## config.mk

```make
export PLATFORM = sky130hd
export DESIGN_NAME = acc_ctrl_fsm
export DESIGN_NICKNAME = d
export VERILOG_FILES = /design/src/rtl/cfg_types_pkg.sv /design/src/rtl/acc_beat_cnt.sv /design/src/rtl/acc_ctrl_fsm.sv
export SDC_FILE = /design/constraint.sdc
export NUM_CORES = 1
export LEC_CHECK = 0
export BUFFER_PORTS_ARGS = -buffer_cell sky130_fd_sc_hd__clkbuf_2
export CORE_UTILIZATION = 39
export DETAILED_ROUTE_END_ITERATION = 12
export PLACE_DENSITY = 0.81
export RECOVER_POWER = 50
export SETUP_SLACK_MARGIN = 0.15
export SLEW_MARGIN = 15
export SYNTH_ARGS = -nofsm -noshare
export SYNTH_HDL_FRONTEND = slang
export SYNTH_SLANG_ARGS = --single-unit
```

## constraint.sdc

```tcl
create_clock -name clk -period 2.05 [get_ports clk]
set_input_delay 0.1025 -clock clk [delete_from_list [all_inputs] [get_ports clk]]
set_output_delay 0.1025 -clock clk [all_outputs]
set_load 0.03 [all_outputs]
```

## src/rtl/cfg_types_pkg.sv

```systemverilog
// Shared types and limits for the accelerator control path: FSM states,
// error codes, the maximum transfer length and the length-validity check.
package cfg_types_pkg;

  localparam int MAX_LEN = 16;
  localparam int LEN_W   = 5;

  typedef enum logic [2:0] {
    ST_IDLE  = 3'd0,
    ST_WRITE = 3'd1,
    ST_WAIT  = 3'd2,
    ST_READ  = 3'd3,
    ST_DONE  = 3'd4
  } acc_state_t;

  typedef enum logic [1:0] {
    ER_OKAY        = 2'd0,
    ER_INVALID_CFG = 2'd1,
    ER_OTHERS      = 2'd2
  } acc_error_t;

  // A job length is usable when it is non-zero and fits the core buffers.
  function automatic logic len_ok(input logic [LEN_W-1:0] len);
    return (len != '0) && (len <= LEN_W'(MAX_LEN));
  endfunction

endpackage

```

## src/rtl/acc_beat_cnt.sv

```systemverilog
// Beat counter for one stream direction: latches the job length on load,
// counts accepted beats and flags the beat that completes the transfer.
module acc_beat_cnt
  import cfg_types_pkg::*;
#(
  parameter int W = LEN_W
) (
  input  logic         clk,
  input  logic         rst,
  input  logic         load,
  input  logic [W-1:0] load_len,
  input  logic         clear,
  input  logic         en,
  output logic         last
);

  logic [W-1:0] len_q;
  logic [W-1:0] count;

  always_ff @(posedge clk) begin
    if (rst) begin
      len_q <= '0;
      count <= '0;
    end else if (load) begin
      len_q <= load_len;
      count <= '0;
    end else if (clear) begin
      count <= '0;
    end else if (en) begin
      count <= count + W'(1);
    end
  end

  // Asserted combinationally during the beat after which count reaches len.
  assign last = en && ((count + W'(1)) == len_q);

endmodule

```

## src/rtl/acc_ctrl_fsm.sv

```systemverilog
// Accelerator job controller: streams len_in words to the core, waits for
// completion, streams len_out words back. Optional WAIT timeout: ACC_CTRL_TIMEOUT_EN.
module acc_ctrl_fsm
  import cfg_types_pkg::*;
#(
  parameter int DATA_W      = 32,
  parameter int TIMEOUT_CYC = 1024
) (
  input  logic              clk,
  input  logic              rst,
  input  logic              start_i,
  input  logic              abort_i,
  input  logic              ack_i,
  input  logic [LEN_W-1:0]  len_in_i,
  input  logic [LEN_W-1:0]  len_out_i,
  input  logic              in_valid_i,
  input  logic [DATA_W-1:0] in_data_i,
  output logic              in_ready_o,
  output logic              core_wr_valid_o,
  output logic [DATA_W-1:0] core_wr_data_o,
  input  logic              core_wr_ready_i,
  input  logic              core_done_i,
  input  logic              core_rd_valid_i,
  input  logic [DATA_W-1:0] core_rd_data_i,
  output logic              core_rd_ready_o,
  output logic              out_valid_o,
  output logic [DATA_W-1:0] out_data_o,
  input  logic              out_ready_i,
  output acc_state_t        state_o,
  output acc_error_t        error_o,
  output logic              busy_o,
  output logic              done_o
);

  acc_state_t state, state_next;
  acc_error_t error, error_next;
  logic       load, clear_cnt;
  logic       wr_beat, rd_beat, wr_last, rd_last;
  logic       timeout;

  assign wr_beat = (state == ST_WRITE) && in_valid_i && core_wr_ready_i;
  assign rd_beat = (state == ST_READ) && core_rd_valid_i && out_ready_i;

  acc_beat_cnt #(.W(LEN_W)) u_wr_cnt (
    .clk      (clk),
    .rst      (rst),
    .load     (load),
    .load_len (len_in_i),
    .clear    (clear_cnt),
    .en       (wr_beat),
    .last     (wr_last)
  );

  acc_beat_cnt #(.W(LEN_W)) u_rd_cnt (
    .clk      (clk),
    .rst      (rst),
    .load     (load),
    .load_len (len_out_i),
    .clear    (clear_cnt),
    .en       (rd_beat),
    .last     (rd_last)
  );

`ifdef ACC_CTRL_TIMEOUT_EN
  localparam int TO_W = (TIMEOUT_CYC > 1) ? $clog2(TIMEOUT_CYC) : 1;

  logic [TO_W-1:0] wait_cnt;

  always_ff @(posedge clk) begin
    if (rst || (state != ST_WAIT)) begin
      wait_cnt <= '0;
    end else begin
      wait_cnt <= wait_cnt + TO_W'(1);
    end
  end

  assign timeout = (state == ST_WAIT) && (wait_cnt == TO_W'(TIMEOUT_CYC - 1));
`else
  // The timeout length has no effect when the timeout is compiled out.
  logic unused_timeout_cyc;
  assign unused_timeout_cyc = ^TIMEOUT_CYC;
  assign timeout            = 1'b0;
`endif

  always_ff @(posedge clk) begin
    if (rst) begin
      state <= ST_IDLE;
      error <= ER_OKAY;
    end else begin
      state <= state_next;
      error <= error_next;
    end
  end

  // Abort outranks every other exit from the busy states.
  always_comb begin
    state_next = state;
    error_next = error;
    load       = 1'b0;
    clear_cnt  = 1'b0;
    case (state)
      ST_IDLE: begin
        if (start_i) begin
          if (len_ok(len_in_i) && len_ok(len_out_i)) begin
            state_next = ST_WRITE;
            error_next = ER_OKAY;
            load       = 1'b1;
          end else begin
            state_next = ST_DONE;
            error_next = ER_INVALID_CFG;
          end
        end
      end
      ST_WRITE: begin
        if (abort_i) begin
          state_next = ST_DONE;
          error_next = ER_OTHERS;
        end else if (wr_last) begin
          state_next = ST_WAIT;
          clear_cnt  = 1'b1;
        end
      end
      ST_WAIT: begin
        if (abort_i) begin
          state_next = ST_DONE;
          error_next = ER_OTHERS;
        end else if (core_done_i) begin
          state_next = ST_READ;
        end else if (timeout) begin
          state_next = ST_DONE;
          error_next = ER_OTHERS;
        end
      end
      ST_READ: begin
        if (abort_i) begin
          state_next = ST_DONE;
          error_next = ER_OTHERS;
        end else if (rd_last) begin
          state_next = ST_DONE;
        end
      end
      ST_DONE: begin
        if (ack_i) begin
          state_next = ST_IDLE;
        end
      end
      default: begin
        state_next = ST_IDLE;
      end
    endcase
  end

  assign core_wr_valid_o = (state == ST_WRITE) && in_valid_i;
  assign in_ready_o      = (state == ST_WRITE) && core_wr_ready_i;
  assign core_wr_data_o  = in_data_i;

  assign out_valid_o     = (state == ST_READ) && core_rd_valid_i;
  assign core_rd_ready_o = (state == ST_READ) && out_ready_i;
  assign out_data_o      = core_rd_data_i;

  assign state_o = state;
  assign error_o = error;
  assign busy_o  = (state == ST_WRITE) || (state == ST_WAIT) || (state == ST_READ);
  assign done_o  = (state == ST_DONE);

endmodule
```

; Word level (Yosys, flattened, before mapping)
; Cells that the tools add are included.
[classes]
addsub = 2
order_cmp = 2
eq_ne = 12
muxes = 20
reduce_logical = 21
[ops]
columns = cell, n
row1 = $mux W3, 9
row2 = $pmux W3 S5, 1
row3 = $logic_and A1 B1 Y1, 11
row4 = $add A5 B1 Y5 const B, 2
row5 = $eq A5 B5 Y1, 2
row6 = $le A5 B5 Y1 const B, 2
row7 = $reduce_bool A5 Y1, 2
row8 = $mux W1, 7
row9 = $eq A3 B2 Y1 const B, 2
row10 = $ne A3 B3 Y1 const B, 2
row11 = $reduce_or A3 Y1, 2
row12 = $reduce_and A5 Y1, 1
row13 = $mux W2, 2
row14 = $ne A2 B2 Y1 const B, 2
row15 = $pmux W2 S2, 1
row16 = $eq A3 B1 Y1 const B, 1
row17 = $eq A3 B3 Y1 const B, 1
row18 = $logic_not A3 Y1, 1
row19 = $ne A3 B2 Y1 const B, 1
row20 = $reduce_and A3 Y1, 1
row21 = $logic_or A1 B1 Y1, 2
row22 = $ne A2 B1 Y1 const B, 1
row23 = $reduce_bool A2 Y1, 1
[word_totals]
regBits = 25
input_bits = 84
elab_cells = 63

; Longest topological paths before layout
[logic_depth]
depth_word = 8
mapped_depth = 7
depth_no_buf = 6

; Hierarchy
; A second synthesis with hierarchy kept.
[unflattened]
cells_unflattened = 230
area_unflattened_um2 = 1950.6
[by_module_without_submodules]
columns = module, n_inst, cells_each, area_each_um2, seq_area_each_um2
row1 = acc_beat_cnt, 2, 52, 493.0, 200.2
row2 = acc_ctrl_fsm, 1, 126, 964.7, 100.1

; Worst setup path before layout
; No wires, ideal clock.
[synth_timing]
path_kind = register -> register
start = register state[0] (netlist: state_o[0])
end = register u_rd_cnt.count[0]
setup_ns = 0.120
t_arrival_ns = 1.942
required_ns = 1.930
slack_ns = -0.013
path_stages_with_launch = 7
path_buffers = 1
cell_sequence = dfxtp_1 -> buf_6 -> and4bb_1 -> nand4_1 -> a2111o_1 -> nand3b_2 -> nor2_1
[synth_between]
elab_chain_cells = 8
[synth_rtl]
columns = item, line_no
row1 = "start, declared", acc_ctrl_fsm.sv:35  ; acc_state_t state, state_next;
row2 = "start signal, assigned", acc_ctrl_fsm.sv:90  ; state <= state_next;
row3 = $eq A3 B1 Y1, n/a
row4 = $logic_and A1 B1 Y1, n/a
row5 = named net core_wr_valid_o, acc_ctrl_fsm.sv:19  ; output logic core_wr_valid_o,
row6 = $logic_and A1 B1 Y1, acc_ctrl_fsm.sv:41  ; assign wr_beat = (state == ST_WRITE) && in_valid_i && core_wr_ready_i;
row7 = $logic_and A1 B1 Y1, acc_beat_cnt.sv:35  ; assign last = en && ((count + W'(1)) == len_q);
row8 = $mux W1, acc_ctrl_fsm.sv:118  ; end else if (wr_last) begin
row9 = $mux W1, acc_ctrl_fsm.sv:115  ; if (abort_i) begin
row10 = $mux W1, acc_ctrl_fsm.sv:101  ; case (state)
row11 = $reduce_or A3 Y1 (no source line), n/a
row12 = "end signal, assigned", acc_beat_cnt.sv:30  ; count <= count + W'(1);
row13 = "end, declared", acc_beat_cnt.sv:18  ; logic [W-1:0] count;
; The timed path passes the listed nets, and every way through them passes these cells.
; A chain may end at the register's enable or synchronous reset.

; Worst setup path after layout
[layout_timing]
start = register state[2] (netlist: state_o[2])
end = register u_rd_cnt.count[0]
[layout_between]
elab_chain_cells = 8
[layout_rtl]
columns = item, line_no
row1 = $eq A3 B1 Y1, "acc_ctrl_fsm.sv:41, acc_ctrl_fsm.sv:101"
row2 = $logic_and A1 B1 Y1 (2 in series), acc_ctrl_fsm.sv:41
row3 = $logic_and A1 B1 Y1, acc_beat_cnt.sv:35
row4 = $mux W1, acc_ctrl_fsm.sv:118
row5 = $mux W1, acc_ctrl_fsm.sv:115
row6 = $mux W1, acc_ctrl_fsm.sv:101
row7 = $reduce_or A3 Y1 (no source line), n/a
; Parallel ways exist; a longest one is shown, timed or not.

==> results.toml <==
[outcome]
status = "finished, final reports clean"

[setup_path]
cpMaxStageDelayCell = "a2111o_1"
cp-start-kind = "flip-flop"
end_kind = "flip-flop"
worst_path_largest_cell_delay_ns = 0.47
regToRegSetupSlack_ns = 0.25
crit_family = "simple AND/OR/NAND/NOR gates"
cp.arrival_ns = 1.97
cp_data_required_time_ns = 2.22
crit_buf_inv = 0
worstSetupPathType = "flip-flop to flip-flop"
path_cells = "and4bb_4 > nand4_1 > a2111o_1 > nand3b_4 > nor2_1"
path_max_fanout = 11

[worst_hold_path]
hold_class = "input port to flip-flop"

[clock_tree]
post_cts_buffers = 0
numCtsBuffers = 3
path_clk_slew_ns = 0.09
root_buffer = "clkbuf_8"
cts.htree.levels = 1
clock_sinks = 25
cts_buffer_depth = 2
cts_tree = "yes"
insertion_delay_ns = 0.28

[routing]
wirelength_microns = 3710
drt_pass1_iterations = 4
wl_per_cell_microns = 15.5
vias = 1298
drt-initial-drc-count = 77
routed_via_density = 5.43
postRouteAntennaNets = 0
drc = 0

[placement]
io_buffers = 30
dp_slack_ns = 0.113
placedInstanceArea_sq_um = 1620
place.gp.congestion = 0.842

[layout]
fin_area_sq_um = 1710
utilization_pct = 37.9
nets = 274
drive_gt1_share_pct = 28.3
syn_to_final_growth_pct = -9.78
antenna_cells = 0
nFillCells = 462

[yosys]
ys_warn_count = 0
synth_area_leaders = "dfxtp_1, buf_4, xnor2_1, nor2_1, mux2i_1"
synthCells = 220
synth_area_per_cell_sq_um = 8.61
ys_seq_elements = 25
ys_seq_area_share_pct = 26.4
ys_types = 45
synth_top_cell_by_area = "dfxtp_1"
synth_fp_nets = 306
async_reset_ff_share_pct = 0
synth_top_area_share_pct = 26.4
syn_area_sq_um = 1890
synth_ff_type = "dfxtp_1"
synth-edff-count = 0

[sta]
timing.final.hold_violations = 0
fin_ws_ns = 0.250
period_needed_ns = 1.80
finalClockSkew_ns = 0.00283
rsz0062_at_grt = "false"
hold_slack_ns = 0.0692
finalSetupTns_ns = 0
drv_slew = 0
slew_headroom_pct = 74.9
finalSetupViolations = 0
period_share_pct = 87.8
tightest_slew_ns = 0.371
fmax_ghz = 0.556

[grt]
grt_pass1_vias = 1250
track_usage_pct = 14.9
grt_max_degree = 18
grt_overflow = 0
grt_pass1_wl_microns = 6080
antenna_found_initial = 0

[power]
p_per_area_nw_per_um2 = 606
ir_drop_uv = 478
cellLeakagePower_nw = 0.734

[floorplanning]
core_area_sq_um = 4500
die_y_microns = 71.7
die_w_microns = 71.7
rows = 24
initial_core_util_pct = 42.1
io_pins = 159
die_area_sq_um = 5140

[run]
cap_violations = 0
-- layout make-up --
class / count / area [sq um] / area share (%)
inverters: 2 / 7.51 / 0.439
clock inverters: 1 / 8.76 / 0.512
repair buffers: 34 / 180 / 10.5
well taps: 52 / 65.1 / 3.81
flip-flops and latches: 25 / 505 / 29.6
multi-input cells: 122 / 901 / 52.7
clock buffers: 3 / 41.3 / 2.42
-- Yosys cell counts (2+ instances only) --
cell,count
mux2i_1,10
inv_1,2
nor4_1,2
xnor2_1,13
nand3b_1,3
nand2b_1,4
and4b_1,2
nor2_1,27
buf_6,2
ha_1,2
xor2_1,9
a21oi_1,7
nand4_1,3
nand2_1,6
nor3b_1,2
buf_2,3
nand3_1,5
buf_4,65
dfxtp_1,25
nor2b_1,3
-- per-stage QoR --
step | instances | total power [mW]
4_1_cts | 239 | 1.04
5_1_grt | 239 | 1.09
3_3_place_gp | 235 | 0.726
2_1_floorplan | 220 | 0.900
6_report | 239 | 1.04
3_5_place_dp | 235 | 0.731
-- power breakdown --
group / switching, mW / total [mW] / leakage [nW] / internal [mW]
clock network: 0.170 / 0.313 / 0.0261 / 0.143
registers: 0.0256 / 0.529 / 0.205 / 0.504
logic: 0.110 / 0.194 / 0.503 / 0.0839
total: 0.306 / 1.04 / 0.734 / 0.730
-- cells in the final DEF (no fill, tap or decap), types with 2 or more instances in the layout --
| master | netlist | routed |
|---|---|---|
| clkbuf_2 | 0 | 30 |
| xor2_1 | 9 | 9 |
| nand2_1 | 6 | 6 |
| nand2b_1 | 4 | 4 |
| nand3_1 | 5 | 5 |
| ha_4 | 0 | 2 |
| nor3b_1 | 2 | 2 |
| nand3b_1 | 3 | 3 |
| xnor2_1 | 13 | 13 |
| mux2i_1 | 10 | 10 |
| nand4_1 | 3 | 3 |
| clkbuf_8 | 0 | 3 |
| a21oi_1 | 7 | 7 |
| nor4_1 | 2 | 2 |
| and4b_1 | 2 | 2 |
| dfxtp_2 | 0 | 4 |
| nor2b_1 | 3 | 3 |
| buf_4 | 65 | 4 |
| dfxtp_1 | 25 | 21 |
| nor2_1 | 27 | 27 |
| inv_1 | 2 | 2 |
-- state kept, by name, summed over array words and instances, names as in the netlist --
signal	count
u_rd_cnt.count	5
u_rd_cnt.len_q	5
u_wr_cnt.count	5
u_wr_cnt.len_q	5
state_o	3
error_o	2
-- cells by family (layout without fill, tap and decap cells) --
family / Yosys count / count (layout) / share of synthesized area, %
compound gates: 21 / 21 / 8.59
xor+xnor: 22 / 22 / 10.2
fa+ha+maj: 2 / 2 / 1.32
buf+inv: 73 / 40 / 28.3
flops: 25 / 25 / 26.4
mux: 10 / 10 / 5.28
simple gates: 67 / 67 / 19.9
-- metal layers --
metal  track usage (%)  wire length (microns)  up-vias
li1                  -                      -      617
met1              18.6                   1610      595
met2              23.5                   1680       64
met3              4.92                    320       22
met4              6.32                    105        0
met5                 0                      0        -
-- worst register-to-register path, stage by stage (launching register included) --
cell      delay (ns)
dfxtp_1         0.43
and4bb_4        0.42
nand4_1         0.15
a2111o_1        0.47
nand3b_4        0.16
nor2_1          0.07
-- final timing paths --
check	startpoint	endpoint	cells past startpoint
setup reg to reg	state_o[2]	u_rd_cnt.count[0]	5
setup / recovery	state_o[2]	u_rd_cnt.count[0]	5
hold / removal	len_out_i[3]	u_rd_cnt.len_q[3]	3
hold reg to reg	error_o[0]	error_o[0]	2
-- what timing repair did --
| action | 4_1_cts | 5_1_grt |
|---|---|---|
| pin swaps | 0 | 2 |
| setup endpoints to repair | 11 | 12 |
| hold buffers | 0 | 0 |
| gates resized for setup | 3 | 6 |
(Power assumes the default switching activity.)
